--- config.mk ---
export PLATFORM = sky130hd
export DESIGN_NAME = riscuin_board_io_flat
export DESIGN_NICKNAME = d
export VERILOG_FILES = /design/src/rtl/riscuin_io_pkg.sv /design/src/rtl/riscuin_board_io_if.sv /design/src/rtl/riscuin_sync.sv /design/src/rtl/riscuin_board_io.sv /design/src/flat_wrapper.sv
export SDC_FILE = /design/constraint.sdc
export NUM_CORES = 1
export LEC_CHECK = 0
export CAP_MARGIN = 20
export CORE_MARGIN = 5
export CORE_UTILIZATION = 46
export CTS_BUF_LIST = sky130_fd_sc_hd__clkbuf_2 sky130_fd_sc_hd__clkbuf_4 sky130_fd_sc_hd__clkbuf_8
export CTS_CLUSTER_DIAMETER = 40
export DETAILED_ROUTE_END_ITERATION = 10
export GPL_TIMING_DRIVEN = 0
export PLACE_DENSITY = 0.79
export REMOVE_ABC_BUFFERS = 1
export SETUP_SLACK_MARGIN = 0.4
export SLEW_MARGIN = 5
export SYNTH_ARGS = -nofsm -noshare
export SYNTH_HDL_FRONTEND = slang
export SYNTH_SLANG_ARGS = --single-unit
--- constraint.sdc ---
create_clock -name SYS_CLK -period 1.89 [get_ports SYS_CLK]
set_clock_uncertainty 0.2 [all_clocks]
set_input_delay 0.378 -clock SYS_CLK [delete_from_list [all_inputs] [get_ports SYS_CLK]]
set_output_delay 0.378 -clock SYS_CLK [all_outputs]
set_load 0.005 [all_outputs]
--- src/rtl/riscuin_io_pkg.sv ---
// riscuin_io_pkg
//   Shared definitions for the RISCuin board I/O controller:
//   register word addresses, bit positions in the MCU register and the
//   MCU handshake state encoding.
package riscuin_io_pkg;

  localparam logic [3:0] REG_OUT    = 4'd0;
  localparam logic [3:0] REG_OE     = 4'd1;
  localparam logic [3:0] REG_IN     = 4'd2;
  localparam logic [3:0] REG_EDGE   = 4'd3;
  localparam logic [3:0] REG_IEN    = 4'd4;
  localparam logic [3:0] REG_DUTY_R = 4'd5;
  localparam logic [3:0] REG_DUTY_G = 4'd6;
  localparam logic [3:0] REG_DUTY_B = 4'd7;
  localparam logic [3:0] REG_MCU    = 4'd8;

  localparam int MCU_PEND_BIT = 0;
  localparam int MCU_ACK_BIT  = 1;
  localparam int MCU_IEN_BIT  = 2;

  typedef enum logic [1:0] {
    MCU_IDLE  = 2'd0,
    MCU_PEND  = 2'd1,
    MCU_ACKED = 2'd2
  } mcu_state_t;

endpackage

--- src/rtl/riscuin_board_io_if.sv ---
// riscuin_board_io_if
//   CPU data bus seen by the board I/O controller.
//   master: CPU side, drives bus_req/bus_we/bus_addr/bus_wdata.
//   slave : controller side, drives bus_rdata/bus_ack.
interface riscuin_board_io_if;
  logic        bus_req;
  logic        bus_we;
  logic [3:0]  bus_addr;
  logic [31:0] bus_wdata;
  logic [31:0] bus_rdata;
  logic        bus_ack;

  modport master (output bus_req, bus_we, bus_addr, bus_wdata,
                  input  bus_rdata, bus_ack);
  modport slave  (input  bus_req, bus_we, bus_addr, bus_wdata,
                  output bus_rdata, bus_ack);
endinterface

--- src/rtl/riscuin_sync.sv ---
// riscuin_sync
//   STAGES-deep, W-wide flop chain bringing asynchronous inputs into the
//   clk domain. Cleared by the asynchronous active-low reset.
//   Ports: clk, rst_n, d (async input), q (synchronised output).
module riscuin_sync #(
  parameter int W      = 1,
  parameter int STAGES = 2
) (
  input  logic         clk,
  input  logic         rst_n,
  input  logic [W-1:0] d,
  output logic [W-1:0] q
);

  logic [W-1:0] chain [STAGES];

  always_ff @(posedge clk or negedge rst_n) begin
    if (!rst_n) begin
      for (int i = 0; i < STAGES; i++) chain[i] <= '0;
    end else begin
      chain[0] <= d;
      for (int i = 1; i < STAGES; i++) chain[i] <= chain[i-1];
    end
  end

  assign q = chain[STAGES-1];

endmodule

--- src/rtl/riscuin_board_io.sv ---
// riscuin_board_io
//   Board I/O controller for RISCuin boards: memory-mapped GPIO with input
//   synchronisation and rising-edge capture, a level interrupt, RGB status
//   LEDs (active low) and a 4-phase MCU REQ/ACK handshake.
//   Ports: SYS_CLK/SYS_RSTn (async active-low reset), bus (slave side of the
//   CPU bus), irq, GPIO_OUT/GPIO_OE/GPIO_IN, LED_R/G/B, MCU_REQ/MCU_ACK,
//   dbg_mcu_state (current MCU handshake state, for observation).
//   Build option: RISCUIN_BOARD_IO_PWM_EN defined -> LEDs are PWM-dimmed
//   by a free-running counter; undefined -> LEDs are static on/off levels.
module riscuin_board_io
  import riscuin_io_pkg::*;
#(
  parameter int GPIO_W      = 8,
  parameter int PWM_W       = 8,
  parameter int SYNC_STAGES = 2
) (
  input  logic              SYS_CLK,
  input  logic              SYS_RSTn,
  riscuin_board_io_if.slave bus,
  output logic              irq,
  output logic [GPIO_W-1:0] GPIO_OUT,
  output logic [GPIO_W-1:0] GPIO_OE,
  input  logic [GPIO_W-1:0] GPIO_IN,
  output logic              LED_R,
  output logic              LED_G,
  output logic              LED_B,
  input  logic              MCU_REQ,
  output logic              MCU_ACK,
  output mcu_state_t        dbg_mcu_state
);

  // Bus handshake: a request is taken on a clock edge where bus_req=1 and
  // bus_ack=0; that same edge commits a write and raises bus_ack for exactly
  // one cycle, with bus_rdata valid while bus_ack=1. Because bus_ack blocks
  // acceptance, a held bus_req completes one access every two cycles.
  logic              ack_q;
  logic [31:0]       rdata_q, rd_mux;
  logic              accept, wr, ack_wr;
  logic [GPIO_W-1:0] out_q, oe_q, ien_q, edge_q, gpio_prev, edge_clr, rise;
  logic [GPIO_W-1:0] gpio_sync;
  logic [PWM_W-1:0]  duty_r, duty_g, duty_b;
  logic              mcu_ien_q, irq_q, req_sync, mcu_pend, mcu_ack;
  mcu_state_t        state_q, state_d;
  logic              unused_wdata;

  riscuin_sync #(.W(GPIO_W), .STAGES(SYNC_STAGES)) u_sync_gpio (
    .clk(SYS_CLK), .rst_n(SYS_RSTn), .d(GPIO_IN), .q(gpio_sync)
  );

  riscuin_sync #(.W(1), .STAGES(SYNC_STAGES)) u_sync_req (
    .clk(SYS_CLK), .rst_n(SYS_RSTn), .d(MCU_REQ), .q(req_sync)
  );

  assign accept   = bus.bus_req & ~ack_q;
  assign wr       = accept & bus.bus_we;
  assign ack_wr   = wr && (bus.bus_addr == REG_MCU) && bus.bus_wdata[MCU_ACK_BIT];
  assign edge_clr = (wr && (bus.bus_addr == REG_EDGE)) ? bus.bus_wdata[GPIO_W-1:0] : '0;
  assign rise     = gpio_sync & ~gpio_prev;
  // Upper write-data bits beyond the register widths are intentionally dropped.
  assign unused_wdata = ^bus.bus_wdata;

  always_comb begin
    rd_mux = '0;
    case (bus.bus_addr)
      REG_OUT:    rd_mux[GPIO_W-1:0] = out_q;
      REG_OE:     rd_mux[GPIO_W-1:0] = oe_q;
      REG_IN:     rd_mux[GPIO_W-1:0] = gpio_sync;
      REG_EDGE:   rd_mux[GPIO_W-1:0] = edge_q;
      REG_IEN:    rd_mux[GPIO_W-1:0] = ien_q;
      REG_DUTY_R: rd_mux[PWM_W-1:0]  = duty_r;
      REG_DUTY_G: rd_mux[PWM_W-1:0]  = duty_g;
      REG_DUTY_B: rd_mux[PWM_W-1:0]  = duty_b;
      REG_MCU: begin
        rd_mux[MCU_PEND_BIT] = mcu_pend;
        rd_mux[MCU_ACK_BIT]  = mcu_ack;
        rd_mux[MCU_IEN_BIT]  = mcu_ien_q;
      end
      default: rd_mux = '0;
    endcase
  end

  always_ff @(posedge SYS_CLK or negedge SYS_RSTn) begin
    if (!SYS_RSTn) begin
      ack_q     <= 1'b0;
      rdata_q   <= '0;
      irq_q     <= 1'b0;
      out_q     <= '0;
      oe_q      <= '0;
      ien_q     <= '0;
      edge_q    <= '0;
      gpio_prev <= '0;
      duty_r    <= '0;
      duty_g    <= '0;
      duty_b    <= '0;
      mcu_ien_q <= 1'b0;
    end else begin
      ack_q     <= accept;
      rdata_q   <= (accept && !bus.bus_we) ? rd_mux : '0;
      irq_q     <= (|(edge_q & ien_q)) | (mcu_pend & mcu_ien_q);
      gpio_prev <= gpio_sync;
      // OR-ing the new rises after the clear lets a same-cycle edge win.
      edge_q    <= (edge_q & ~edge_clr) | rise;
      if (wr) begin
        case (bus.bus_addr)
          REG_OUT:    out_q     <= bus.bus_wdata[GPIO_W-1:0];
          REG_OE:     oe_q      <= bus.bus_wdata[GPIO_W-1:0];
          REG_IEN:    ien_q     <= bus.bus_wdata[GPIO_W-1:0];
          REG_DUTY_R: duty_r    <= bus.bus_wdata[PWM_W-1:0];
          REG_DUTY_G: duty_g    <= bus.bus_wdata[PWM_W-1:0];
          REG_DUTY_B: duty_b    <= bus.bus_wdata[PWM_W-1:0];
          REG_MCU:    mcu_ien_q <= bus.bus_wdata[MCU_IEN_BIT];
          default:    ;
        endcase
      end
    end
  end

  // MCU handshake FSM: state register
  always_ff @(posedge SYS_CLK or negedge SYS_RSTn) begin
    if (!SYS_RSTn) state_q <= MCU_IDLE;
    else           state_q <= state_d;
  end

  // MCU handshake FSM: next state. A request withdrawn on the same cycle as
  // the CPU ack takes priority, so the MCU never sees an ack it no longer wants.
  always_comb begin
    state_d = state_q;
    case (state_q)
      MCU_IDLE:  if (req_sync) state_d = MCU_PEND;
      MCU_PEND:  if (!req_sync) state_d = MCU_IDLE;
                 else if (ack_wr) state_d = MCU_ACKED;
      MCU_ACKED: if (!req_sync) state_d = MCU_IDLE;
      default:   state_d = MCU_IDLE;
    endcase
  end

  // MCU handshake FSM: outputs decoded from the registered state
  always_comb begin
    mcu_pend = (state_q == MCU_PEND);
    mcu_ack  = (state_q == MCU_ACKED);
  end

`ifdef RISCUIN_BOARD_IO_PWM_EN
  logic [PWM_W-1:0] pwm_cnt;

  always_ff @(posedge SYS_CLK or negedge SYS_RSTn) begin
    if (!SYS_RSTn) pwm_cnt <= '0;
    else           pwm_cnt <= pwm_cnt + PWM_W'(1);
  end

  assign LED_R = ~(pwm_cnt < duty_r);
  assign LED_G = ~(pwm_cnt < duty_g);
  assign LED_B = ~(pwm_cnt < duty_b);
`else
  assign LED_R = ~(|duty_r);
  assign LED_G = ~(|duty_g);
  assign LED_B = ~(|duty_b);
`endif

  assign bus.bus_ack   = ack_q;
  assign bus.bus_rdata = rdata_q;
  assign irq           = irq_q;
  assign GPIO_OUT      = out_q;
  assign GPIO_OE       = oe_q;
  assign MCU_ACK       = mcu_ack;
  assign dbg_mcu_state = state_q;

endmodule

--- src/flat_wrapper.sv ---
// flat-port wrapper written by rule: the top's interface ports become plain ports
module riscuin_board_io_flat import riscuin_io_pkg::*;
#(
  parameter int GPIO_W      = 8,
  parameter int PWM_W       = 8,
  parameter int SYNC_STAGES = 2
)
  (SYS_CLK, SYS_RSTn, irq, GPIO_OUT, GPIO_OE, GPIO_IN, LED_R, LED_G, LED_B, MCU_REQ, MCU_ACK, dbg_mcu_state, bus_bus_req, bus_bus_we, bus_bus_addr, bus_bus_wdata, bus_bus_rdata, bus_bus_ack);
  riscuin_board_io_if bus_i ();
  input  logic SYS_CLK;
  input  logic SYS_RSTn;
  output logic irq;
  output logic [GPIO_W-1:0] GPIO_OUT;
  output logic [GPIO_W-1:0] GPIO_OE;
  input  logic [GPIO_W-1:0] GPIO_IN;
  output logic LED_R;
  output logic LED_G;
  output logic LED_B;
  input  logic MCU_REQ;
  output logic MCU_ACK;
  output mcu_state_t dbg_mcu_state;
  input wire logic [$bits(bus_i.bus_req)-1:0] bus_bus_req;
  input wire logic [$bits(bus_i.bus_we)-1:0] bus_bus_we;
  input wire logic [$bits(bus_i.bus_addr)-1:0] bus_bus_addr;
  input wire logic [$bits(bus_i.bus_wdata)-1:0] bus_bus_wdata;
  output wire logic [$bits(bus_i.bus_rdata)-1:0] bus_bus_rdata;
  output wire logic [$bits(bus_i.bus_ack)-1:0] bus_bus_ack;
  assign bus_i.bus_req = bus_bus_req;
  assign bus_i.bus_we = bus_bus_we;
  assign bus_i.bus_addr = bus_bus_addr;
  assign bus_i.bus_wdata = bus_bus_wdata;
  assign bus_bus_rdata = bus_i.bus_rdata;
  assign bus_bus_ack = bus_i.bus_ack;
  riscuin_board_io #(.GPIO_W(GPIO_W), .PWM_W(PWM_W), .SYNC_STAGES(SYNC_STAGES)) u_core (.SYS_CLK(SYS_CLK), .SYS_RSTn(SYS_RSTn), .bus(bus_i), .irq(irq), .GPIO_OUT(GPIO_OUT), .GPIO_OE(GPIO_OE), .GPIO_IN(GPIO_IN), .LED_R(LED_R), .LED_G(LED_G), .LED_B(LED_B), .MCU_REQ(MCU_REQ), .MCU_ACK(MCU_ACK), .dbg_mcu_state(dbg_mcu_state));
endmodule
# After elaboration in Yosys (flattened, before gate mapping)
# Index checks and enable logic that the tools add are counted.
# classes
eq_ne,13
n_bitwise,14
muxes,9
reduce_logical,19
# op_table
operator,n
$pmux 5 s8,1
$reduce_or 8->1,4
$pmux 3 s9,1
$and 8x8->8,3
$eq 4x3->1 const B,4
$mux 8,2
$not 8->8,2
$reduce_and 2->1,7
$eq 4x2->1 const B,2
$mux 2,4
$or 8x8->8,1
$pmux 2 s3,1
$eq 4x1->1 const B,1
$eq 4x4->1 const B,1
$logic_and 1x1->1,4
$logic_not 4->1,1
$ne 2x2->1 const B,2
$not 1->1,4
$and 1x1->1,3
$ne 3x2->1 const B,1
$reduce_and 3->1,1
$eq 2x1->1 const B,1
$eq 2x2->1 const B,1
$logic_not 2->1,1
other kinds (2),2
# word_totals
wordCells,72
ff_bits,119
in_bits,49
output_inout_bits,56

# Depth between registers and ports, before layout
# Gate-level depths: netlist (run 1).
# logic_depth
ltp_word,8
mapped_depth,7
depth_no_buf,4

# By module
# From an unflattened synthesis (run 1), not the netlist that was laid out.
# hier_totals
hier_cells,346
area_unflattened_um2,4345.4
# modules_own_cells
module,area_each_um2,instances,cells_each,seq_area_each_um2
riscuin_board_io,3834.9,1,320,1926.8
riscuin_sync at u_core.u_sync_gpio,460.4,1,24,400.4
riscuin_sync at u_core.u_sync_req,50.0,1,2,50.0

# Worst setup path before layout (run 1)
# No wires, ideal clock.
# synth_timing
kind,reg2reg
start,register u_core.ack_q (netlist: u_core.bus.bus_ack)
end,register u_core.out_q[0] (netlist: u_core.GPIO_OUT[0])
required_ns,1.565
n_path_buf,0
path_stages_with_launch,5
arrival_time_ns,1.605
setup_slack_ns,-0.040
period_less_slack_ns,1.930
setup_time_ns,0.125
cell_sequence,dfrtp_1 -> nand3b_1 -> or3_4 -> nor3_4 -> mux2_2
# synth_between
elab_chain_cells,4
# synth_lines
element,line,source
start: declaration,riscuin_board_io.sv:36,logic ack_q;
start signal: assignment,riscuin_board_io.sv:97,ack_q <= accept;
$not 1->1,riscuin_board_io.sv:54,assign accept = bus.bus_req & ~ack_q;
$and 1x1->1,riscuin_board_io.sv:54,
$and 1x1->1,riscuin_board_io.sv:55,assign wr = accept & bus.bus_we;
$reduce_and 2->1 (no source line),-,
end signal: assignment,riscuin_board_io.sv:105,REG_OUT: out_q <= bus.bus_wdata[GPIO_W-1:0];
end: declaration,riscuin_board_io.sv:39,"logic [GPIO_W-1:0] out_q, oe_q, ien_q, edge_q, gpio_prev, edge_clr, rise;"
# Every way passes these cells.
# A chain may end at the register's enable or synchronous reset.

# Worst setup path in the final report (run 1)
# layout_timing
start,register u_core.duty_g[1]
end,output port LED_G
# layout_between
elab_chain_cells,2
# layout_lines
element,line,source
start: declaration,riscuin_board_io.sv:41,"logic [PWM_W-1:0] duty_r, duty_g, duty_b;"
start signal: assignment,riscuin_board_io.sv:109,REG_DUTY_G: duty_g <= bus.bus_wdata[PWM_W-1:0];
$reduce_or 8->1,riscuin_board_io.sv:156,assign LED_G = ~(|duty_g);
$not 1->1,riscuin_board_io.sv:156,
end: declaration,flat_wrapper.sv:17,output logic LED_G;
# Every way passes these cells.

==> results of run 1 <==
worst max path at each step:
stage	startpoint	to	slack (ns)	cells past startpoint
2_1_floorplan	u_core.bus.bus_ack$_DFF_PN0_	u_core.GPIO_OUT[0]$_DFFE_PN0P_	-0.04	4
3_3_place_gp	SYS_RSTn	u_core.gpio_prev[5]$_DFF_PN0_	-3.12	1
3_5_place_dp	bus_bus_addr[1]	u_core.edge_q[0]$_DFF_PN0_	-1.38	6
4_1_cts	u_core.duty_g[4]$_DFFE_PN0P_	LED_G	-0.24	3
5_1_grt	u_core.duty_g[1]$_DFFE_PN0P_	LED_G	-0.29	3
6_report	u_core.duty_g[1]$_DFFE_PN0P_	LED_G	-0.26	3
cells by family after synthesis:
kind of cell / synth area share
other: 0.000895
and+or+nand+nor: 0.101
muxes: 0.193
AOI/OAI and AO/OA: 0.0720
buffers and inverters: 0.0660
DFF: 0.567
cells in the mapped netlist, types with 5 or more instances:
| library cell | instances |
|---|---|
| dfrtp_1 | 95 |
| buf_4 | 24 |
| mux2_2 | 54 |
| mux2i_1 | 12 |
| inv_1 | 9 |
| nor3_1 | 6 |
| a22oi_1 | 5 |
| nand2b_1 | 5 |
| nor2b_1 | 9 |
| a22o_1 | 10 |
| nand2_1 | 13 |
| or4_1 | 6 |
| buf_2 | 8 |
| o21ai_0 | 5 |
| a21oi_1 | 9 |
| nor2_1 | 6 |
area by class of cell:
class,instances,area share
Multi-Input combinational cell,206,0.344
Clock inverter,6,0.00774
Inverter,9,0.00597
Timing Repair Buffer,114,0.174
Sequential cell,95,0.420
Clock buffer,10,0.0243
Tap cell,108,0.0239
routing by layer:
layer / GRT usage / vias to the layer above
li1: - / 1349
met1: 0.251 / 1577
met2: 0.335 / 156
met3: 0.0471 / 39
met4: 0.0872 / 0
met5: 0 / -
timing repair:
action,CTS,global route
resized for setup,217,35
hold buffers,1,0
endpoints found under the hold margin,35,0
setup buffers,43,11
pin swaps,17,11
setup endpoints to repair,99,141
through the flow:
stage	utilization	hold slack [ns]	setup TNS [ns]
CTS	0.616	0.157	-2.18
floorplan	-	-0.118	-0.318
finish	0.642	0.161	-3.51
global route	0.642	0.168	-5.03
global placement	0.537	0.134	-395.67
detailed placement	0.544	0.136	-70.55
where the power goes:
group / switching, mW / total, mW / internal, mW / leakage (nW)
Sequential: 0.170 / 2.42 / 2.25 / 1.17
Combinational: 0.466 / 1.13 / 0.665 / 1.47
Clock: 0.732 / 1.25 / 0.519 / 0.0926
worst max-delay path: cells and delay by family (launching register included):
kind | cells | cell delay, ns
AND/OR/NAND/NOR | 2 | 0.67
flip-flops | 1 | 0.42
buffers and inverters | 1 | 0.12
flip-flops by register name (all words and copies together) (netlist names), 2 cells and up:
register and cells:
u_core.bus.bus_rdata 8, u_core.duty_g 8, u_core.u_sync_gpio.chain 8, u_core.u_sync_gpio.q 8, u_core.dbg_mcu_state 2, u_core.edge_q 8, u_core.duty_r 8, u_core.gpio_prev 8
u_core.GPIO_OE 8, u_core.duty_b 8, u_core.ien_q 8, u_core.GPIO_OUT 8
placed cells by master, fill, tap and decap left out, drive strengths merged, types with 2 or more instances in the layout:
master         synthesis  routed
o21ai                  5       5
inv                    9      10
a21o                   2       2
clkinv                 0       4
dlygate4sd2            0       2
nor3                   7       7
buf                   34      93
mux2                  55      55
nor3b                  5       5
nor2                   7       7
nand3                  4       4
dfrtp                 95      95
or4                    6       6
nand4                  2       2
clkbuf                 2      10
a21oi                  9       9
clkdlybuf4s50          0      16
a221oi                 3       3
nand2b                 5       5
mux2i                 12      12
mux4                   3       3
nor2b                  9       9
nand3b                 4       4
nand2                 13      13
a31oi                  3       3
a22o                  10      10
and3                   3       3
conb                   1      24
a211oi                 2       2
a22oi                  5       5
==> results.md, run 1 <==
* CP endpoint kind: primary output
* Gr usage total at 0.201
* Metal-1 WL at roughly 4.5 mm
* Worst R2R Start: u_core.bus.bus_ack$_DFF_PN0_
* Initial Util at 0.476
* Routability-driven placement congestion ratio at about 0.84
* FF-to-FF End: u_core.duty_g[5]$_DFFE_PN0P_
* N_diodes at 0
* CP cell instances: or4_4 > nor2_4 > buf_2
* R2R cell count at 7
* Setup ws final at -0.262 ns
* Slowest cell delay on critical path at roughly 0.54 ns
* Final Net Count at between 400 and 500
* Unrepaired setup endpoints after global routing: true
* Mapped Cells at 323
* First-pass GRT wire length at 17.3 mm
* Routed Wire Length at between 10 and 15 mm
* Htree depth at 3
* Post-DP Area at 4790 sq um
* Pre-CTS setup slack at -1.38 ns
* Syn Std Cell Area at 4190 sq um
* Met2 WL at about 6 mm
* Flip-flop and latch area at around 2400 sq um
* Min-delay src: u_core.u_sync_req.chain[1]$_DFF_PN0_
* Chip width at 105 microns
* Crit path required time at roughly 1.3 ns
* Syn_area_per_cell at ~13 sq um
* Final slew viol count at 0
* Worst IR drop on VDD at approximately 0.68 mV
* Flop2flop setup slack at -0.16 ns
* Yosys top cell area share at 0.567
* CTS Buf Count at 9
* Ys Warns at 0
* Die ar. at roughly 11000 sq um
* IO Pins at 105
* Total Power at between 4 and 5 mW
* HP Class: flop to flop
* Worst Hold Path EP: u_core.u_sync_req.q$_DFF_PN0_
* Number of synthesized flops with an enable pin at 0
* Post-route ant nets at 0
* Total grt overflow at 0
* Largest net degree at the start of global routing at between 60 and 70
* Crit path max fanout at 3
* Area of the multi-input gates at roughly 2000 sq um
* Slowest CP cell: or4_4
* Number of core rows at 34
* Vias per cell at roughly 5.7
* Pwr Density at 849 nW/um^2
* Average wire per standard cell at between 20 and 25 microns
* DRC at 0
* I/O Buffers at 56
* Clk pin slew, worst setup/hold paths at about 0.10 ns
* Clock sink count at 95
* Met3 wire length at just over 700 microns
* Post-DP HPWL at approximately 6.5 mm
* DRT iter0 DRCs at around 290
* Asr flop ratio synth at 1.00
* Fin area at ~5700 sq um
* Yosys cell types at 42
* Final setup viols at between 40 and 50
* Crit path launch type: flop
* Worst-Skew Late Latency at 0.36 ns
* Primary FF master, synth: dfrtp_1
* Failing checks: setup timing
* Initial antenna violation count at 0
* Layout cells sized above 1 at 0.477
* Critical path class: flop to primary output
* Final min period at roughly 2.2 ns
* Max frequency at between 0.4 and 0.5 GHz
* Via count of the first global-routing pass at around 3100
* Die height at about 110 microns
* Worst hold path cell count at 0
* Longest Clk Path Bufs at 2
* Pleak at about 2.7 nW
* Highest metal used: met4
* #FFs+latches synth at between 90 and 100
* Status: complete, but fails checks
* Yosys top cell by area: dfrtp_1
* Area contributors post-synth: dfrtp_1 (57%), mux2_2 (15%), buf_4 (4.3%)
* Max cap viols at 0
* Post-Layout Cell Count at approximately 550
* Post-synthesis sequential area ratio at 0.567
* Core footprint at 8810 sq um
* CTS tree: yes
* Final Hold Fails at 0
* Fill count at between 600 and 700
* Area delta synth->final at 35.0%
* Detailed-route via count at between 3000 and 4000
* Crit path DAT at about 1.6 ns
* Final period utilization at 1.14
* DRT Pass-1 Iters at 6
* Post-Place Cells at approximately 480
* Clk root buf: clkbuf_8
No activity file was read; power rests on OpenSTA's default activity.
==> run 2, diff against run 1 <==
Settings changed: TNS_END_PERCENT from default to 5.
==> results.md, run 2 (synthesis gave the netlist of run 1 again) <==
* Unrepaired setup endpoints after global routing: true
* Most common cell after layout, fill and taps aside: dfrtp_1
* Post-Layout Cell Count at 517
* IO Pins at between 100 and 150
* DRT Pass-1 Iters at 5
* Clk pin slew, worst setup/hold paths at roughly 0.090 ns
* Critical path class: flop to primary output
* Final period utilization at 1.13
* I/O Buffers at 56
* Post-Place Cells at approximately 480
* Total Power at 4.54 mW
* Vias per cell at ~5.5
* Final setup viols at 43
* Crit path launch type: flop
* Max frequency at ~0.47 GHz
* Post-DP HPWL at between 6 and 7 mm
* Largest net degree at the start of global routing at 61
* Final Hold Fails at 0
* Area delta synth->final at 24.5%
* Failing checks: setup timing
* R2R cell count at 5
* CP endpoint kind: primary output
* First-pass GRT wire length at between 15 and 20 mm
* Worst R2R Start: u_core.bus.bus_ack$_DFF_PN0_
* FF-to-FF End: u_core.duty_r[0]$_DFFE_PN0P_
* Pwr Density at ~870 nW/um^2
* Final slew viol count at 0
* Final min period at roughly 2.1 ns
* Die ar. at 11100 sq um
* Status: complete, but fails checks
* Layout cells sized above 1 at 0.394
* Chip width at approximately 110 microns
* Htree depth at 3
* Longest Clk Path Bufs at 2
* Initial antenna violation count at 0
* DRC at 0
* Average wire per standard cell at between 15 and 20 microns
* Worst-Margin Slew at a little over 0.5 ns
* Detailed-route via count at around 2900
* CTS tree: yes
* Routed Wire Length at between 10 and 15 mm
* Final Net Count at 453
* Slew headroom at 0.662
* Pleak at ~2.5 nW
* Core footprint at around 8800 sq um
* WHS at 0.157 ns
* Clk root buf: clkbuf_8
* Worst IR drop on VDD at about 0.66 mV
* HP Class: flop to flop
* N_diodes at 0
* Worst-Skew Late Latency at around 0.36 ns
* Number of core rows at 34
* Flop2flop setup slack at -0.19 ns
* Total grt overflow at 0
* Worst hold path cell count at 0
* Min-delay src: u_core.u_sync_gpio.chain[10]$_DFF_PN0_
* Gr usage total at 0.187
* DRT iter0 DRCs at between 200 and 300
* Setup ws final at -0.245 ns
* Finished Core Util at 0.592
* Commonest cells after routing, fill and taps aside: dfrtp_1 (95), mux2_2 (32), buf_2 (31), conb_1 (24), mux2_4 (22)
* Pre-CTS setup slack at -1.38 ns
* CTS Buf Count at 9
* Routability-driven placement congestion ratio at 0.843
* Max cap viols at 0
* Die height at 105 microns
* Crit path max fanout at 3
* Post-route ant nets at 0
* Via count of the first global-routing pass at between 2000 and 3000
* Initial Util at 0.476
* Crit path required time at between 1 and 1.5 ns
* Crit path DAT at 1.56 ns
* Worst Hold Path EP: u_core.u_sync_gpio.q[2]$_DFF_PN0_
* Clock sink count at 95
run 2: worst max-delay path by stage:
stage                                      start  cells after the start  slack [ns]                        endpoint
floorplan           u_core.bus.bus_ack$_DFF_PN0_                      4       -0.04  u_core.GPIO_OUT[0]$_DFFE_PN0P_
global placement                        SYS_RSTn                      1       -3.12   u_core.gpio_prev[5]$_DFF_PN0_
detailed placement               bus_bus_addr[1]                      6       -1.38      u_core.edge_q[0]$_DFF_PN0_
CTS                 u_core.duty_g[4]$_DFFE_PN0P_                      3       -0.24                           LED_G
global route        u_core.duty_g[4]$_DFFE_PN0P_                      3       -0.29                           LED_G
finish              u_core.duty_g[2]$_DFFE_PN0P_                      3       -0.24                           LED_G
run 2: layout make-up:
class	instances	area, sq um
inverters	9	33.8
fillers	694	3590
clock inverters	6	43.8
repair buffers	83	666
multi-input cells	206	1820
flip-flops and latches	95	2380
clock buffers	10	138
well taps	108	135
run 2: routing by layer:
metal / up-vias / track usage / part of all wire
li1: 1281 / - / -
met1: 1429 / 0.239 / 0.42
met2: 121 / 0.305 / 0.50
met3: 29 / 0.0391 / 0.053
met4: 0 / 0.0862 / 0.032
met5: - / 0 / 0
run 2: stage by stage:
stage / TNS [ns] / instance area [sq um]
floorplan: -0.318 / 4030
global placement: -395.67 / 4730
detailed placement: -70.55 / 4790
CTS: -3.41 / 5100
global route: -6.02 / 5220
finish: -4.49 / 5220
run 2: repair_timing:
item	CTS	global route
gates resized for setup	170	28
hold buffers	1	0
hold endpoints to repair	35	0
endpoints found under the setup margin	99	151
pin swaps	19	7
setup buffers	19	4
run 2: critical path, stage by stage (launching register included):
cell and delay (ns):
dfrtp_1 0.41, or4_4 0.55, nor2_2 0.12, buf_2 0.13
run 2: where the power goes:
part           total, mW  leakage (nW)  internal (mW)  switching, mW
Clock               1.24        0.0926          0.519          0.720
Combinational      0.889          1.24          0.513          0.376
Sequential          2.41          1.17           2.25          0.164
Total               4.54          2.51           3.28           1.26
==> run 3, diff against run 2 <==
Settings changed: CORE_MARGIN 5 to 2, RECOVER_POWER from default to 100.
==> results.md, run 3 (synthesis gave the netlist of run 1 again) <==
* Status: complete, but fails checks
* Failing checks: setup timing
* Total grt overflow at 0
* DRT iter0 DRCs at approximately 260
* Unrepaired setup endpoints after global routing: true
* Area of the multi-input gates at 1750 sq um
* Post-Layout Cell Count at slightly above 500
* Longest Clk Path Bufs at 2
* R2R cell count at 4
* DRT Pass-1 Iters at 4
* N_diodes at 0
* Final slew viol count at 0
* Worst hold path cell count at 0
* Post-Place Cells at approximately 480
* Clock sink count at 95
* CP endpoint kind: primary output
* Final Hold Fails at 0
* CTS Buf Count at 9
* Largest delay share family, worst path: simple AND/OR/NAND/NOR gates
* Busiest layer in global routing: met2
* Average wire per standard cell at around 19 microns
* Met1 Track Usage GR at 0.271
* Post-DP HPWL at a little over 6 mm
* Core footprint at 8760 sq um
* Clk pwr share at 0.241
* CTS tree: yes
* Die height at a little under 100 microns
* Post-Route Setup TNS at -6.39 ns
* Slew headroom at 0.380
* Chip width at between 90 and 100 microns
* Via count of the first global-routing pass at around 2800
* IO Pins at 105
* Cell-internal power at about 3.2 mW
* Instance count on the critical path at 3
* Worst-Skew Late Latency at approximately 0.35 ns
* Slowest CP cell: or4_4
* DRC at 0
* Fill count at between 700 and 800
* Largest net degree at the start of global routing at 61
* Most common cell after layout, fill and taps aside: dfrtp_1
* Initial antenna violation count at 0
* Commonest cells after routing, fill and taps aside: dfrtp_1 (95), mux2_2 (45), conb_1 (24), buf_2 (23), buf_4 (15)
* Total Power at between 4 and 5 mW
* Psw at around 1.1 mW
* Post-route ant nets at 0
* Routed Wire Length at approximately 9.5 mm
* Pleak at ~2.4 nW
* First-pass GRT wire length at 15.0 mm
* Worst IR drop on VDD at 0.366 mV
* Crit path max fanout at 2
* Sequential Power Share at 0.562
* CP cell instances: or4_4 > nor2_4 > buf_2
* Detailed-route via count at roughly 2800
* Gr usage total at 0.201
* Clk pin slew, worst setup/hold paths at roughly 0.070 ns
* Critical path class: flop to primary output
* Flip-flop and latch area at roughly 2400 sq um
* Final min period at between 2 and 2.5 ns
* Clk root buf: clkbuf_8
* Htree depth at 3
* Met3 Usage GRT at 0.0450
* Sw Share at 0.261
* Final setup viols at 57
* Final Net Count at 448
* Layout cells sized above 1 at 0.337
* WHS at around 0.15 ns
* Final period utilization at 1.13
* Vias per cell at approximately 5.6
* HP Class: flop to flop
* Crit path DAT at approximately 1.6 ns
* Pwr Density at about 860 nW/um^2
* Slowest cell delay on critical path at ~0.56 ns
* Crit path required time at around 1.3 ns
* Bufs and invs on worst path at 1
* Max cap viols at 0
* Crit path launch type: flop
* Initial Util at 0.478
* Comb pwr share at 0.197
* Number of core rows at 34
* Met2 Use GR at 0.310
* Worst-Margin Slew at ~0.93 ns
* I/O Buffers at 56
* Setup ws final at -0.237 ns
* Area delta synth->final at 19.5%
* Die ar. at between 9000 and 10000 sq um
* Routability-driven placement congestion ratio at between 0.8 and 0.9
* Max frequency at around 0.47 GHz
==> run 3: what timing repair did <==
| item | in CTS | in global routing |
|---|---|---|
| pin swaps | 15 | 8 |
| endpoints found under the hold margin | 35 | 0 |
| resized for setup | 173 | 14 |
| hold buffers | 1 | 0 |
| setup endpoints to repair | 99 | 112 |
| setup buffers | 15 | 3 |
==> run 3: power groups by stage <==
stage | Clock (mW) | Combinational (mW) | Sequential, mW
after CTS | 1.08 | 0.813 | 2.41
final | 1.03 | 0.849 | 2.42
after floorplan | 0 | 0.364 | 2.40
after detailed placement | 0 | 0.763 | 2.45
after global placement | 0 | 0.735 | 2.44
after global routing | 1.17 | 0.923 | 2.45
==> run 3: final cells by class <==
| cell class | count | share of cell area |
|---|---|---|
| repair buffers | 78 | 0.116 |
| inverters | 9 | 0.00674 |
| clock buffers | 10 | 0.0262 |
| flip-flops and latches | 95 | 0.475 |
| multi-input cells | 206 | 0.350 |
| well taps | 108 | 0.0270 |
==> run 3: through the flow <==
step | area (sq um) | utilization | setup WS (ns)
4_1_cts | 4990 | 0.570 | -0.243
2_1_floorplan | 4030 | - | -0.0398
6_report | 5010 | 0.572 | -0.237
3_5_place_dp | 4780 | 0.546 | -1.49
3_3_place_gp | 4730 | 0.540 | -3.09
5_1_grt | 5010 | 0.572 | -0.293
==> run 3: metal layers <==
metal / vias to the layer above / share of wire
li1: 1261 / -
met1: 1441 / 0.42
met2: 108 / 0.50
met3: 23 / 0.059
met4: 0 / 0.026
met5: - / 0
==> run 3: path summary, 6_finish.rpt <==
check | startpoint | to | slack (ns)
setup / recovery | u_core.duty_g[3]$_DFFE_PN0P_ | LED_G | -0.24
hold / removal | u_core.u_sync_gpio.chain[11]$_DFF_PN0_ | u_core.u_sync_gpio.q[3]$_DFF_PN0_ | 0.15
hold reg to reg | u_core.u_sync_gpio.chain[11]$_DFF_PN0_ | u_core.u_sync_gpio.q[3]$_DFF_PN0_ | 0.15
setup reg to reg | u_core.bus.bus_ack$_DFF_PN0_ | u_core.GPIO_OE[3]$_DFFE_PN0P_ | -0.15
min in group asynchronous | SYS_RSTn | u_core.u_sync_gpio.chain[11]$_DFF_PN0_ | 0.49
max in group asynchronous | SYS_RSTn | u_core.GPIO_OUT[5]$_DFFE_PN0P_ | 0.22
==> RTL change 1, RTL diff (config.mk and constraints of run 3) <==
The option `RISCUIN_BOARD_IO_PWM_EN` is turned on by a define.
--- a/src/rtl/riscuin_board_io.sv
+++ b/src/rtl/riscuin_board_io.sv
@@ -8,4 +8,6 @@
 //   Build option: RISCUIN_BOARD_IO_PWM_EN defined -> LEDs are PWM-dimmed
 //   by a free-running counter; undefined -> LEDs are static on/off levels.
+`define RISCUIN_BOARD_IO_PWM_EN
+
 module riscuin_board_io
   import riscuin_io_pkg::*;
Behaviour: not the same (a bounded check fails within 4 cycles, from zero or initial values and one cycle with SYS_RSTn low).
==> RTL change 1 against run 3 <==
  * The run still ends with setup timing left
  * Maximum frequency is 9.6% lower
  * Sequential cell count is 8 higher
  * Utilization is 0.37 points higher
  * Clock power is 40% higher
  * Power is 18% higher
  * Cell area is 23% higher
  * Wire length is 27% higher
  * Area after synthesis is 19% higher
  * Worst setup slack worse by 230 ps
  * Count of clock-buffer cells in the layout is 2 higher
  * Via count is 23% higher
  * Highest routed layer unchanged
==> RTL change 1: results (changes against run 3) <==
status:
  status: "complete, but fails checks"
  violations: "setup timing"
sta:
  worst_pin_slew_ps: 1122  # +191.4 ps
  setup_viol: 37  # -35%
  timing.final.ws_setup_ps: -463.8  # -226.8 ps
grt:
  grt_usage_pct: 20.98  # +0.92 points
  use_met1_pct: 27.24  # +0.12 points
  grt_pass1_wl_um: 18760  # +25%
  grt_max_degree: 60  # -1.6%
  grt_use_met2_pct: 34.14  # +3.2 points
  grt_pass1_vias: 3615  # +28%
synthesis:
  yosysSeqAreaShare_pct: 51.47  # -5.3 points
  synth.area.top_cells: "dfrtp_1 (51%), mux2_2 (12%), ha_1 (5.5%)"
  synth.distinct_cells: 55  # +31%
  synth_compound_area_share_pct: 9.795  # +2.6 points
  syn_inst: 409  # +27%
  synth_common_cells: "dfrtp_1 (103), mux2_2 (53), inv_1 (32)"
  synthXorXnorAreaFrac_pct: 1.049  # +1.0 points
finish:
  fin_cells: 633  # +25%
  n_fill_cell: 861  # +20%
  nNetsFinal: 559  # +25%
route:
  wl_met3_um: 917  # +65%
  wire_per_inst_um: 19.09  # +1.8%
  wl_met2_um: 5971  # +27%
  vias_per_cell: 5.502  # -1.7%
place:
  dp.cells: 595  # +25%
  place_ws_ps: -1036  # +449.8 ps
  gp_congestion: 0.8871  # +3.1%
power:
  power_switching_mw: 1.389  # +24%
  pwr-share-clk_pct: 28.4  # +4.3 points
clocking:
  clk_pin_slew_ps: 100  # +30 ps
setup_path:
  cp.arrival_ps: 1780  # +230 ps
  slowest_stage: "dfrtp_2"
RTL change 1: cell count changes in the layout (fill, tap and decap cells not counted), moves of 8 or more:
cell | run 3 | this run
mux2_2 | 45 | 9
mux2i_1 | 12 | 4
nor2_1 | 2 | 10
inv_1 | 9 | 30
ha_1 | 0 | 18
mux2_4 | 9 | 42
RTL change 1: through the flow:
stage / cell area (um^2) / power [mW] / TNS, ps / hold slack (ps)
global placement: 5580 / 3.518 / -452930 / 133.1
detailed placement: 5630 / 3.572 / -61150 / 136.2
global route: 6181 / 5.323 / -6781 / 104.6
floorplan: 4845 / 3.065 / 0 / -117.6
CTS: 6175 / 5.101 / -1352 / -165.3
finish: 6181 / 5.083 / -5448 / 12.87
RTL change 1: layout make-up:
cell class,instances,area (um^2),area share (%)
Inverter,33,128.9,2.085
Multi-Input combinational cell,260,2474,40.02
Timing Repair Buffer,81,606.8,9.818
Clock inverter,4,52.55,0.8502
Tap cell,140,175.2,2.834
Clock buffer,12,158.9,2.571
Sequential cell,103,2585,41.82
RTL change 1: timing repair:
action / 4_1_cts / 5_1_grt
endpoints found under the hold margin: 44 / 44
endpoints found under the setup margin: 100 / 93
setup buffers: 16 / 6
resized for setup: 240 / 20
pin swaps: 32 / 22
RTL change 1: worst paths after layout:
path                                                    to  slack (ps)  cells past startpoint
worst max-delay path                                 LED_B        -460                      6
worst min-delay path            u_core.u_sync_req.chain[1]          10                      1
worst max register to register            u_core.duty_g[0]        -160                      5
worst min register to register     u_core.u_sync_gpio.q[3]         150                      0
max in group asynchronous                 u_core.duty_r[3]         400                      2
min in group SYS_CLK               u_core.u_sync_gpio.q[3]         150                      0
==> RTL change 2, RTL diff (config.mk and constraints of run 3) <==
Without the edit above. Put a register stage on the outputs `LED_R`, `LED_G` and `LED_B`, without a reset. The values now appear one clock later. The other outputs are not delayed to match.
--- a/src/rtl/riscuin_board_io.sv
+++ b/src/rtl/riscuin_board_io.sv
@@ -153,7 +153,9 @@
   assign LED_B = ~(pwm_cnt < duty_b);
 `else
-  assign LED_R = ~(|duty_r);
-  assign LED_G = ~(|duty_g);
-  assign LED_B = ~(|duty_b);
+  always_ff @(posedge SYS_CLK) begin
+    LED_R <= ~(|duty_r);
+    LED_G <= ~(|duty_g);
+    LED_B <= ~(|duty_b);
+  end
 `endif
 
Formal check against the unedited RTL: not equivalent (Yosys sat finds a counterexample within 4 cycles, from zero or initial values and one cycle with SYS_RSTn low).
==> RTL change 2 against run 3 <==
  * The flow still finishes with violations (setup timing)
  * Worst hold slack better by 1.4 ps
  * Critical path depth is 3 higher
  * Utilization hardly changed
  * Power is 12% higher
  * Cell area is 3.9% higher
  * Clock power is 50% higher
  * Synthesized cell count is 0.93% higher
  * First-iteration DRC count is 49% lower
  * Sequential cell count is 3 higher
  * Worst setup slack better by 67 ps
  * Wire length is 0.46% higher
  * Area after synthesis is 1.4% higher
  * Critical path type is now flip-flop to flip-flop
  * Largest cell class unchanged
==> RTL change 2: results (changes against run 3) <==
clocking:
  htree_num_levels: 3  # unchanged
  clk_pin_slew_ps: 90  # +20 ps
grt:
  grt_pass1_vias: 2882  # +2.2%
  grt_max_degree: 50  # -18%
  grt_pass1_wl_um: 15370  # +2.2%
  grt_usage_pct: 20.01  # -0.042 points
sta:
  fin_tns_setup_ps: -2857  # +3537 ps
  setup_viol: 42  # -26%
  relSlewSlack_pct: 28.87  # -9.1 points
  timing.final.ws_setup_ps: -170.1  # +66.94 ps
route:
  drt_iter0_drc: 131  # -49%
  wire_per_inst_um: 18.66  # -0.52%
  vias_per_cell: 5.509  # -1.6%
  route.detailed.drc: 0  # unchanged
  first_pass_iters: 4  # unchanged
place:
  place_hpwl_um: 6203  # +2.7%
  dp.cells: 483  # +1.3%
  gp_congestion: 0.8365  # -2.8%
setup_path:
  cp.arrival_ps: 2110  # +560 ps
  path_max_fanout: 6  # +4
  slowest_stage: "dfrtp_1"
  max_stage_delay_ps: 390  # -170 ps
power:
  p_leak_nw: 2.428  # +3.2%
  ir_drop_mv: 0.3742  # +2.2%
finish:
  drive_above_1_share_pct: 34.25  # +0.58 points
  fin_cells: 511  # +0.99%
  nNetsFinal: 444  # -0.89%
synthesis:
  synth.distinct_cells: 43  # +2.4%
  syn_inst: 326  # +0.93%
  synth.area.top_cells: "dfrtp_1 (56%), mux2_2 (14%), buf_4 (4.2%)"
  async_reset_ff_share_pct: 96.94  # -3.1 points
  synth_compound_area_share_pct: 7.094  # -0.10 points
  yosysSeqAreaShare_pct: 57.34  # +0.61 points
  synth.mux.area_fraction_pct: 18.99  # -0.27 points
status:
  violations: "setup timing"
  status: "complete, but fails checks"
-- RTL change 2: cell count changes after synthesis --
cell | before | now
dfxtp_1 | 0 | 3
-- RTL change 2: logic make-up (layout without fill, tap and decap cells) --
group / count (synthesis) / in the layout
multiplexers: 70 / 70
buffers and inverters: 45 / 96
flip-flops: 98 / 98
AO/OA/AOI/OAI: 43 / 43
AND/OR/NAND/NOR: 69 / 69
other: 1 / 24
-- RTL change 2: worst paths after layout --
| kind | start | endpoint | slack, ps | cells past startpoint |
|---|---|---|---|---|
| min in group asynchronous | SYS_RSTn | u_core.u_sync_gpio.chain[11] | 540 | 2 |
| max in group asynchronous | SYS_RSTn | u_core.ien_q[2] | 180 | 3 |
| worst min register to register | u_core.u_sync_gpio.chain[15] | u_core.u_sync_gpio.q[7] | 150 | 0 |
| worst max-delay path | u_core.bus.bus_ack | u_core.duty_g[7] | -170 | 6 |
| worst max register to register | u_core.bus.bus_ack | u_core.duty_g[7] | -170 | 6 |
| worst min-delay path | u_core.u_sync_gpio.chain[15] | u_core.u_sync_gpio.q[7] | 150 | 0 |
-- RTL change 2: what timing repair did --
item                                    in CTS  in global routing
hold buffers                                 1                  0
buffers inserted                             5                  6
resized for setup                          160                 29
pin swaps                                   13                 13
endpoints found under the setup margin      99                137
hold endpoints to repair                    46                  0
-- RTL change 2: cell type report --
class / instances / area [um^2]
clock buffer: 14 / 173.9
sequential: 98 / 2437
timing repair buffer: 71 / 596.8
multi-input combinational: 206 / 1763
tap: 111 / 138.9
clock inverter: 2 / 60.06
inverter: 9 / 33.78
fill: 726 / 3905
-- RTL change 2: metal layers --
layer,GRT usage (%),wire (um)
met5,0,0
met4,9.062,250
met2,30.98,4658
met1,26.88,4114
met3,4.875,511
-- RTL change 2: power by group --
| group | switching [mW] | internal [mW] | leakage [nW] |
|---|---|---|---|
| Clock | 0.684 | 0.864 | 0.121 |
| Sequential | 0.169 | 2.33 | 1.20 |
| Combinational | 0.329 | 0.424 | 1.11 |
-- RTL change 2: metrics by stage --
stage | total power, mW | worst slack [ps] | area, um^2
3_3_place_gp | 3.263 | -3106 | 4793
5_1_grt | 5.012 | -220.3 | 5204
3_5_place_dp | 3.307 | -1312 | 4856
4_1_cts | 4.815 | -240.4 | 5137
6_report | 4.801 | -170.1 | 5204
2_1_floorplan | 2.851 | -39.81 | 4094
